## config.mk

```make
export PLATFORM = sky130hd
export DESIGN_NAME = usb2_ep_arbiter_flat
export DESIGN_NICKNAME = d
export VERILOG_FILES = /design/src/rtl/usb2_ep_arbiter_if.sv /design/src/rtl/usb2_ep_arbiter.sv /design/src/flat_wrapper.sv
export SDC_FILE = /design/constraint.sdc
export NUM_CORES = 1
export LEC_CHECK = 0
export CORE_AREA = 4 4 80 82
export DETAILED_ROUTE_END_ITERATION = 8
export DIE_AREA = 0 0 84 86
export DONT_BUFFER_PORTS = 1
export PLACE_DENSITY = 0.59
export SLEW_MARGIN = 5
export SYNTH_ARGS = -nofsm -noshare
export SYNTH_HDL_FRONTEND = slang
export SYNTH_SLANG_ARGS = --single-unit
```

## constraint.sdc

```tcl
create_clock -name phy_clk -period 2.22 [get_ports phy_clk]
set_input_delay 0.222 -clock phy_clk [delete_from_list [all_inputs] [get_ports phy_clk]]
set_output_delay 0.222 -clock phy_clk [all_outputs]
set_load 0.02 [all_outputs]
```

## src/rtl/usb2_ep_arbiter_if.sv

```systemverilog
// Protocol-layer side of the endpoint buffer arbiter.
//   master : protocol layer (token/transaction pulses, write stream, read address,
//            commit/arm pulses; receives ready, read data, length, acks, toggle, errors)
//   slave  : arbiter
interface usb2_ep_arbiter_if;
  logic       xfer_start;
  logic [3:0] xfer_ep;
  logic       xfer_end;

  logic [8:0] prot_buf_in_addr;
  logic [7:0] prot_buf_in_data;
  logic       prot_buf_in_wren;
  logic       prot_buf_in_ready;
  logic       prot_buf_in_commit;
  logic [9:0] prot_buf_in_commit_len;
  logic       prot_buf_in_commit_ack;

  logic [8:0] prot_buf_out_addr;
  logic [7:0] prot_buf_out_q;
  logic [9:0] prot_buf_out_len;
  logic       prot_buf_out_hasdata;
  logic       prot_buf_out_arm;
  logic       prot_buf_out_arm_ack;

  logic       prot_data_toggle;
  logic       err_bad_ep;
  logic       err_timeout;

  modport master (
    output xfer_start, xfer_ep, xfer_end,
    output prot_buf_in_addr, prot_buf_in_data, prot_buf_in_wren,
    output prot_buf_in_commit, prot_buf_in_commit_len,
    output prot_buf_out_addr, prot_buf_out_arm,
    input  prot_buf_in_ready, prot_buf_in_commit_ack,
    input  prot_buf_out_q, prot_buf_out_len, prot_buf_out_hasdata, prot_buf_out_arm_ack,
    input  prot_data_toggle, err_bad_ep, err_timeout
  );

  modport slave (
    input  xfer_start, xfer_ep, xfer_end,
    input  prot_buf_in_addr, prot_buf_in_data, prot_buf_in_wren,
    input  prot_buf_in_commit, prot_buf_in_commit_len,
    input  prot_buf_out_addr, prot_buf_out_arm,
    output prot_buf_in_ready, prot_buf_in_commit_ack,
    output prot_buf_out_q, prot_buf_out_len, prot_buf_out_hasdata, prot_buf_out_arm_ack,
    output prot_data_toggle, err_bad_ep, err_timeout
  );
endinterface

```

## src/rtl/usb2_ep_arbiter.sv

```systemverilog
// Shares the protocol layer's single endpoint buffer interface between NUM_EP endpoints.
// Locks onto the token's endpoint, routes write stream / read data / status to it with no
// added latency, sequences commit/arm handshakes with a timeout, and keeps per-endpoint
// data toggles (endpoint 0 toggle is always DATA0).
// Ports:
//   phy_clk, reset        clock, synchronous active-high reset
//   prot                  protocol-side bus (slave modport)
//   ep_buf_in_*/out_*     endpoint-side broadcast and per-endpoint vectors
//   toggle_clear          per-endpoint force of the toggle to DATA0
module usb2_ep_arbiter #(
  parameter int unsigned NUM_EP      = 4,
  parameter int unsigned ACK_TIMEOUT = 16
) (
  input  logic                   phy_clk,
  input  logic                   reset,
  usb2_ep_arbiter_if.slave       prot,
  output logic [8:0]             ep_buf_in_addr,
  output logic [7:0]             ep_buf_in_data,
  output logic [9:0]             ep_buf_in_commit_len,
  output logic [8:0]             ep_buf_out_addr,
  output logic [NUM_EP-1:0]      ep_buf_in_wren,
  input  logic [NUM_EP-1:0]      ep_buf_in_ready,
  output logic [NUM_EP-1:0]      ep_buf_in_commit,
  input  logic [NUM_EP-1:0]      ep_buf_in_commit_ack,
  input  logic [8*NUM_EP-1:0]    ep_buf_out_q,
  input  logic [10*NUM_EP-1:0]   ep_buf_out_len,
  input  logic [NUM_EP-1:0]      ep_buf_out_hasdata,
  output logic [NUM_EP-1:0]      ep_buf_out_arm,
  input  logic [NUM_EP-1:0]      ep_buf_out_arm_ack,
  input  logic [NUM_EP-1:0]      toggle_clear
);

  localparam int unsigned SEL_W = (NUM_EP > 1) ? $clog2(NUM_EP) : 1;
  localparam int unsigned CNT_W = $clog2(ACK_TIMEOUT + 1);

  typedef enum logic [2:0] {IDLE, ACTIVE, CMT, ARM, DRAIN} state_e;

  state_e             state_q, state_d;
  logic [SEL_W-1:0]   sel_q, sel_d;
  logic [CNT_W-1:0]   cnt_q, cnt_d;
  logic               pend_arm_q, pend_arm_d;
  logic               pend_end_q, pend_end_d;
  logic               hs_arm_q, hs_arm_d;
  logic               commit_ack_q, commit_ack_d;
  logic               arm_ack_q, arm_ack_d;
  logic               err_bad_ep_q, err_bad_ep_d;
  logic               err_timeout_q, err_timeout_d;
  logic [NUM_EP-1:0]  toggle_q, toggle_d;

  logic               flip;
  logic               hs_ack;
  logic               hs_expired;
  logic               end_req;

  logic [7:0]         q_arr   [NUM_EP];
  logic [9:0]         len_arr [NUM_EP];

  // Unpack the per-endpoint read buses.
  for (genvar i = 0; i < NUM_EP; i++) begin : g_unpack
    assign q_arr[i]   = ep_buf_out_q[8*i +: 8];
    assign len_arr[i] = ep_buf_out_len[10*i +: 10];
  end

  // Broadcast buses and zero-latency routing to/from the selected endpoint.
  always_comb begin
    ep_buf_in_addr       = prot.prot_buf_in_addr;
    ep_buf_in_data       = prot.prot_buf_in_data;
    ep_buf_in_commit_len = prot.prot_buf_in_commit_len;
    ep_buf_out_addr      = prot.prot_buf_out_addr;

    ep_buf_in_wren   = '0;
    ep_buf_in_commit = '0;
    ep_buf_out_arm   = '0;
    ep_buf_in_wren[sel_q]   = (state_q == ACTIVE) & prot.prot_buf_in_wren;
    ep_buf_in_commit[sel_q] = (state_q == CMT);
    ep_buf_out_arm[sel_q]   = (state_q == ARM);

    prot.prot_buf_out_q       = q_arr[sel_q];
    prot.prot_buf_in_ready    = (state_q != IDLE) & ep_buf_in_ready[sel_q];
    prot.prot_buf_out_hasdata = (state_q != IDLE) & ep_buf_out_hasdata[sel_q];
    prot.prot_buf_out_len     = (state_q != IDLE) ? len_arr[sel_q] : 10'd0;

    prot.prot_buf_in_commit_ack = commit_ack_q;
    prot.prot_buf_out_arm_ack   = arm_ack_q;
    prot.prot_data_toggle       = toggle_q[sel_q];
    prot.err_bad_ep             = err_bad_ep_q;
    prot.err_timeout            = err_timeout_q;
  end

  // Next-state, handshake sequencing and toggle update.
  always_comb begin
    state_d       = state_q;
    sel_d         = sel_q;
    cnt_d         = (cnt_q == CNT_W'(ACK_TIMEOUT)) ? cnt_q : cnt_q + 1'b1;
    pend_arm_d    = pend_arm_q;
    pend_end_d    = pend_end_q;
    hs_arm_d      = hs_arm_q;
    commit_ack_d  = 1'b0;
    arm_ack_d     = 1'b0;
    err_bad_ep_d  = 1'b0;
    err_timeout_d = 1'b0;
    flip          = 1'b0;
    toggle_d      = toggle_q;

    hs_ack     = hs_arm_q ? ep_buf_out_arm_ack[sel_q] : ep_buf_in_commit_ack[sel_q];
    // cnt_q counts cycles already spent in the state, so this is the ACK_TIMEOUT-th one.
    hs_expired = (cnt_q == CNT_W'(ACK_TIMEOUT - 1));
    end_req    = pend_end_q | prot.xfer_end;

    unique case (state_q)
      IDLE: begin
        if (prot.xfer_start) begin
          if (prot.xfer_ep >= 4'(NUM_EP)) begin
            err_bad_ep_d = 1'b1;
          end else begin
            sel_d   = SEL_W'(prot.xfer_ep);
            state_d = ACTIVE;
          end
        end
      end
      ACTIVE: begin
        if (prot.xfer_end) begin
          state_d = IDLE;
        end else if (prot.prot_buf_in_commit) begin
          // Commit wins a tie; a coincident arm waits in the pend flag.
          state_d    = CMT;
          hs_arm_d   = 1'b0;
          pend_arm_d = pend_arm_q | prot.prot_buf_out_arm;
        end else if (prot.prot_buf_out_arm | pend_arm_q) begin
          state_d    = ARM;
          hs_arm_d   = 1'b1;
          pend_arm_d = 1'b0;
        end
      end
      CMT, ARM: begin
        pend_arm_d = pend_arm_q | prot.prot_buf_out_arm;
        pend_end_d = end_req;
        if (hs_ack) begin
          state_d      = DRAIN;
          flip         = 1'b1;
          commit_ack_d = ~hs_arm_q;
          arm_ack_d    = hs_arm_q;
        end else if (hs_expired) begin
          err_timeout_d = 1'b1;
          state_d       = end_req ? IDLE : ACTIVE;
        end
      end
      DRAIN: begin
        // Wait out a stretched ack so it is not counted twice.
        pend_arm_d = pend_arm_q | prot.prot_buf_out_arm;
        pend_end_d = end_req;
        if (!hs_ack || hs_expired) begin
          state_d = end_req ? IDLE : ACTIVE;
        end
      end
      default: state_d = IDLE;
    endcase

    if (state_d == IDLE) begin
      pend_arm_d = 1'b0;
      pend_end_d = 1'b0;
    end
    if (state_d != state_q) begin
      cnt_d = '0;
    end

    for (int unsigned i = 1; i < NUM_EP; i++) begin
      if (flip && (sel_q == SEL_W'(i))) begin
        toggle_d[i] = ~toggle_q[i];
      end
    end
    toggle_d    = toggle_d & ~toggle_clear;
    toggle_d[0] = 1'b0;
  end

  // State register.
  always_ff @(posedge phy_clk) begin
    if (reset) begin
      state_q       <= IDLE;
      sel_q         <= '0;
      cnt_q         <= '0;
      pend_arm_q    <= 1'b0;
      pend_end_q    <= 1'b0;
      hs_arm_q      <= 1'b0;
      commit_ack_q  <= 1'b0;
      arm_ack_q     <= 1'b0;
      err_bad_ep_q  <= 1'b0;
      err_timeout_q <= 1'b0;
      toggle_q      <= '0;
    end else begin
      state_q       <= state_d;
      sel_q         <= sel_d;
      cnt_q         <= cnt_d;
      pend_arm_q    <= pend_arm_d;
      pend_end_q    <= pend_end_d;
      hs_arm_q      <= hs_arm_d;
      commit_ack_q  <= commit_ack_d;
      arm_ack_q     <= arm_ack_d;
      err_bad_ep_q  <= err_bad_ep_d;
      err_timeout_q <= err_timeout_d;
      toggle_q      <= toggle_d;
    end
  end

endmodule

```

## src/flat_wrapper.sv

```systemverilog
// flat-port wrapper written by rule: the top's interface ports become plain ports
module usb2_ep_arbiter_flat 
#(
  parameter int unsigned NUM_EP      = 4,
  parameter int unsigned ACK_TIMEOUT = 16
)
  (phy_clk, reset, ep_buf_in_addr, ep_buf_in_data, ep_buf_in_commit_len, ep_buf_out_addr, ep_buf_in_wren, ep_buf_in_ready, ep_buf_in_commit, ep_buf_in_commit_ack, ep_buf_out_q, ep_buf_out_len, ep_buf_out_hasdata, ep_buf_out_arm, ep_buf_out_arm_ack, toggle_clear, prot_xfer_start, prot_xfer_ep, prot_xfer_end, prot_prot_buf_in_addr, prot_prot_buf_in_data, prot_prot_buf_in_wren, prot_prot_buf_in_commit, prot_prot_buf_in_commit_len, prot_prot_buf_out_addr, prot_prot_buf_out_arm, prot_prot_buf_in_ready, prot_prot_buf_in_commit_ack, prot_prot_buf_out_q, prot_prot_buf_out_len, prot_prot_buf_out_hasdata, prot_prot_buf_out_arm_ack, prot_prot_data_toggle, prot_err_bad_ep, prot_err_timeout);
  usb2_ep_arbiter_if prot_i ();
  input  logic phy_clk;
  input  logic reset;
  output logic [8:0] ep_buf_in_addr;
  output logic [7:0] ep_buf_in_data;
  output logic [9:0] ep_buf_in_commit_len;
  output logic [8:0] ep_buf_out_addr;
  output logic [NUM_EP-1:0] ep_buf_in_wren;
  input  logic [NUM_EP-1:0] ep_buf_in_ready;
  output logic [NUM_EP-1:0] ep_buf_in_commit;
  input  logic [NUM_EP-1:0] ep_buf_in_commit_ack;
  input  logic [8*NUM_EP-1:0] ep_buf_out_q;
  input  logic [10*NUM_EP-1:0] ep_buf_out_len;
  input  logic [NUM_EP-1:0] ep_buf_out_hasdata;
  output logic [NUM_EP-1:0] ep_buf_out_arm;
  input  logic [NUM_EP-1:0] ep_buf_out_arm_ack;
  input  logic [NUM_EP-1:0] toggle_clear;
  input wire logic [$bits(prot_i.xfer_start)-1:0] prot_xfer_start;
  input wire logic [$bits(prot_i.xfer_ep)-1:0] prot_xfer_ep;
  input wire logic [$bits(prot_i.xfer_end)-1:0] prot_xfer_end;
  input wire logic [$bits(prot_i.prot_buf_in_addr)-1:0] prot_prot_buf_in_addr;
  input wire logic [$bits(prot_i.prot_buf_in_data)-1:0] prot_prot_buf_in_data;
  input wire logic [$bits(prot_i.prot_buf_in_wren)-1:0] prot_prot_buf_in_wren;
  input wire logic [$bits(prot_i.prot_buf_in_commit)-1:0] prot_prot_buf_in_commit;
  input wire logic [$bits(prot_i.prot_buf_in_commit_len)-1:0] prot_prot_buf_in_commit_len;
  input wire logic [$bits(prot_i.prot_buf_out_addr)-1:0] prot_prot_buf_out_addr;
  input wire logic [$bits(prot_i.prot_buf_out_arm)-1:0] prot_prot_buf_out_arm;
  output wire logic [$bits(prot_i.prot_buf_in_ready)-1:0] prot_prot_buf_in_ready;
  output wire logic [$bits(prot_i.prot_buf_in_commit_ack)-1:0] prot_prot_buf_in_commit_ack;
  output wire logic [$bits(prot_i.prot_buf_out_q)-1:0] prot_prot_buf_out_q;
  output wire logic [$bits(prot_i.prot_buf_out_len)-1:0] prot_prot_buf_out_len;
  output wire logic [$bits(prot_i.prot_buf_out_hasdata)-1:0] prot_prot_buf_out_hasdata;
  output wire logic [$bits(prot_i.prot_buf_out_arm_ack)-1:0] prot_prot_buf_out_arm_ack;
  output wire logic [$bits(prot_i.prot_data_toggle)-1:0] prot_prot_data_toggle;
  output wire logic [$bits(prot_i.err_bad_ep)-1:0] prot_err_bad_ep;
  output wire logic [$bits(prot_i.err_timeout)-1:0] prot_err_timeout;
  assign prot_i.xfer_start = prot_xfer_start;
  assign prot_i.xfer_ep = prot_xfer_ep;
  assign prot_i.xfer_end = prot_xfer_end;
  assign prot_i.prot_buf_in_addr = prot_prot_buf_in_addr;
  assign prot_i.prot_buf_in_data = prot_prot_buf_in_data;
  assign prot_i.prot_buf_in_wren = prot_prot_buf_in_wren;
  assign prot_i.prot_buf_in_commit = prot_prot_buf_in_commit;
  assign prot_i.prot_buf_in_commit_len = prot_prot_buf_in_commit_len;
  assign prot_i.prot_buf_out_addr = prot_prot_buf_out_addr;
  assign prot_i.prot_buf_out_arm = prot_prot_buf_out_arm;
  assign prot_prot_buf_in_ready = prot_i.prot_buf_in_ready;
  assign prot_prot_buf_in_commit_ack = prot_i.prot_buf_in_commit_ack;
  assign prot_prot_buf_out_q = prot_i.prot_buf_out_q;
  assign prot_prot_buf_out_len = prot_i.prot_buf_out_len;
  assign prot_prot_buf_out_hasdata = prot_i.prot_buf_out_hasdata;
  assign prot_prot_buf_out_arm_ack = prot_i.prot_buf_out_arm_ack;
  assign prot_prot_data_toggle = prot_i.prot_data_toggle;
  assign prot_err_bad_ep = prot_i.err_bad_ep;
  assign prot_err_timeout = prot_i.err_timeout;
  usb2_ep_arbiter #(.NUM_EP(NUM_EP), .ACK_TIMEOUT(ACK_TIMEOUT)) u_core (.phy_clk(phy_clk), .reset(reset), .prot(prot_i), .ep_buf_in_addr(ep_buf_in_addr), .ep_buf_in_data(ep_buf_in_data), .ep_buf_in_commit_len(ep_buf_in_commit_len), .ep_buf_out_addr(ep_buf_out_addr), .ep_buf_in_wren(ep_buf_in_wren), .ep_buf_in_ready(ep_buf_in_ready), .ep_buf_in_commit(ep_buf_in_commit), .ep_buf_in_commit_ack(ep_buf_in_commit_ack), .ep_buf_out_q(ep_buf_out_q), .ep_buf_out_len(ep_buf_out_len), .ep_buf_out_hasdata(ep_buf_out_hasdata), .ep_buf_out_arm(ep_buf_out_arm), .ep_buf_out_arm_ack(ep_buf_out_arm_ack), .toggle_clear(toggle_clear));
endmodule
```

==> results.py <==
metrics = {
    "worst_setup_path": {
        "path_max_fanout": 6,
        "startpoint_type": "register",
        "worstPathArrival_ns": 2.29,
        "cp_slowest_cell": "or4_4",
        "critPathRequiredTime_ns": 2.42,
        "crit_buf_inv": 0,
        "critical_path.max_stage_delay_ns": 0.54,
        "crit_chain": "ha_1, and3_1, ha_2, mux2i_1, a211oi_1, or4_4, a21oi_1",
        "crit_type": "reg -> reg",
        "crit_family": "simple AND/OR/NAND/NOR gates",
        "cp-end-kind": "register",
    },
    "grt": {
        "antenna_found_initial": 0,
        "grt_start_max_net_pins": 28,
        "grtUsageTotal_pct": 16.2,
        "grt_overflow": 0,
        "grt_pass1_wl_mm": 9.40,
        "first_global_vias": 1766,
    },
    "finish": {
        "nets": 361,
        "drive_gt1_share_pct": 32.6,
        "syn_to_final_growth_pct": 4.45,
        "diodes": 0,
        "fillerInstances": 585,
    },
    "placement": {
        "place_congestion": 0.824,
        "port_buffers": 0,
        "dp_hpwl_mm": 5.22,
    },
    "clock_network": {
        "cts_inserted_buffers": 3,
        "clk_pin_slew_worst_paths_ns": 0.08,
        "clkLatencyLatePin_ns": 0.26,
        "cts_tree": "built",
        "cts_sinks": 20,
        "cts_root_buffer": "clkbuf_8",
        "cts_hold_repair.buffers": 0,
        "cts_buffer_depth": 2,
        "h-tree-depth": 1,
    },
    "floorplan": {
        "core_area_um2": 5750,
        "die_w_um": 84,
        "initial_utilization_pct": 36.7,
        "rows": 28,
        "dieArea_um2": 7220,
        "num_io_pins": 212,
        "die_h_um": 86,
    },
    "logic_synthesis": {
        "ys_async_sr_fraction_pct": 0,
        "synth_nets": 372,
        "yosys-top-cells-count": "buf_4 (36), dfxtp_1 (20), mux4_2 (20)",
        "synth_edf_count": 0,
        "ys_seq_area_share_pct": 19.0,
        "synth_seq_cells": 20,
        "syn_area_um2": 2110,
        "synth_area_per_cell_um2": 9.17,
        "synth_cell_type_count": 41,
        "syn_inst": 230,
        "yosysWarnings": 0,
        "ys.flop_type": "dfxtp_1",
        "synth_top_area_share_pct": 21.4,
        "synth_top_area_cell": "mux4_2",
        "yosys.cell_count.top_type": "buf_4",
        "ys_top_cells_by_area": "mux4_2 (21%), dfxtp_1 (19%), buf_4 (13%)",
    },
    "detailed_routing": {
        "wl_per_cell_um": 21.5,
        "routed_via_density": 6.03,
        "first_pass_iters": 4,
        "drtIter0Drc": 97,
        "ant_nets": 0,
        "vias": 1768,
        "wirelength_mm": 6.29,
        "drcViolationCount": 0,
    },
    "timing": {
        "period_share_pct": 94.2,
        "rsz0062_at_grt": "no",
        "final.setup_skew_ns": 0.00212,
        "fin_setup_tns_ns": 0,
        "slew_violations": 0,
        "relSlewSlack_pct": 73.2,
        "final.min_clock_period_ns": 2.09,
        "hold_viol": 0,
        "worst_pin_slew_ns": 0.400,
        "timing.fmax_mhz": 478,
        "setup_viol": 0,
    },
    "pwr": {
        "ir_worst_vdd_mv": 0.184,
        "power_density_nw_per_um2": 402,
        "p_leak_nw": 0.767,
        "power_mw": 0.886,
    },
    "run_status": {
        "status": "finished, final reports clean",
    },
    "job": {
        "max_cap_violations": 0,
    },
    "min_path": {
        "min_path_type": "in -> reg",
    },
}
## state kept, by name, indices dropped and copies added, names as in the netlist
signal	count
u_core.prot.err_timeout	1
u_core.cnt_q	5
u_core.state_q	3
u_core.hs_arm_q	1
u_core.prot.err_bad_ep	1
u_core.prot.prot_buf_out_arm_ack	1
u_core.prot.prot_buf_in_commit_ack	1
u_core.pend_end_q	1
u_core.pend_arm_q	1
u_core.toggle_q	3
u_core.sel_q	2
## per-stage QoR
step	hold WS, ns	worst slack [ns]	instances	utilization, %	instance area, µm²
2_1_floorplan	0.295	0.270	230	-	2110
3_3_place_gp	0.293	0.121	289	37.3	2140
3_5_place_dp	0.295	0.0684	289	37.3	2140
4_1_cts	0.00721	0.0482	293	38.2	2200
5_1_grt	0.00322	0.00342	293	38.3	2200
6_report	0.0141	0.130	293	38.3	2200
## metal layers
layer / share of wire [%] / track usage (%) / vias to the layer above
li1: - / - / 797
met1: 39 / 19.7 / 823
met2: 48 / 26.7 / 117
met3: 11 / 6.05 / 31
met4: 2.3 / 5.41 / 0
met5: 0 / 0 / -
## final cells by class
type	count	area (µm²)	area share [%]
inverter	7	26.3	1.19
tap	75	93.8	4.26
clock buffer	4	55.1	2.50
sequential	20	402	18.2
multi-input combinational	151	1340	61.0
timing repair buffer	36	283	12.8
## what timing repair did
action,in CTS,in global routing
setup buffers,0,0
setup endpoints to repair,0,7
resized for setup,0,2
## cells in the final DEF, fill, tap and decap left out, types with 6 or more instances in the layout
master / synthesis / layout
buf_4: 36 / 35
mux4_2: 20 / 20
dfxtp_1: 20 / 19
nor2b_1: 16 / 16
nor2_1: 14 / 14
nor3_1: 14 / 13
o31ai_1: 10 / 9
mux2i_1: 8 / 8
a211oi_1: 8 / 8
inv_1: 7 / 7
nand2_1: 6 / 6
a21oi_1: 6 / 6
## worst paths after layout
kind,startpoint,end,slack (ns),cells after the start
max,u_core.cnt_q[1],u_core.cnt_q[0],0.13,7
min,reset,u_core.sel_q[0],0.01,1
max reg2reg,u_core.cnt_q[1],u_core.cnt_q[0],0.13,7
min reg2reg,u_core.toggle_q[1],u_core.toggle_q[1],0.49,2
## cell families after synthesis
kind of cell    share of synthesized area (%)
compound gates                           15.0
xor+xnor                                 1.25
fa+ha+maj                                1.78
buf+inv                                  17.9
flops                                    19.0
mux                                      25.7
simple gates                             19.4
## where the power goes
group	internal (mW)	leakage (nW)	switching, mW
clock network	0.158	0.0288	0.131
logic	0.105	0.575	0.114
registers	0.367	0.162	0.0109
Power figures use the tool's default switching activity.
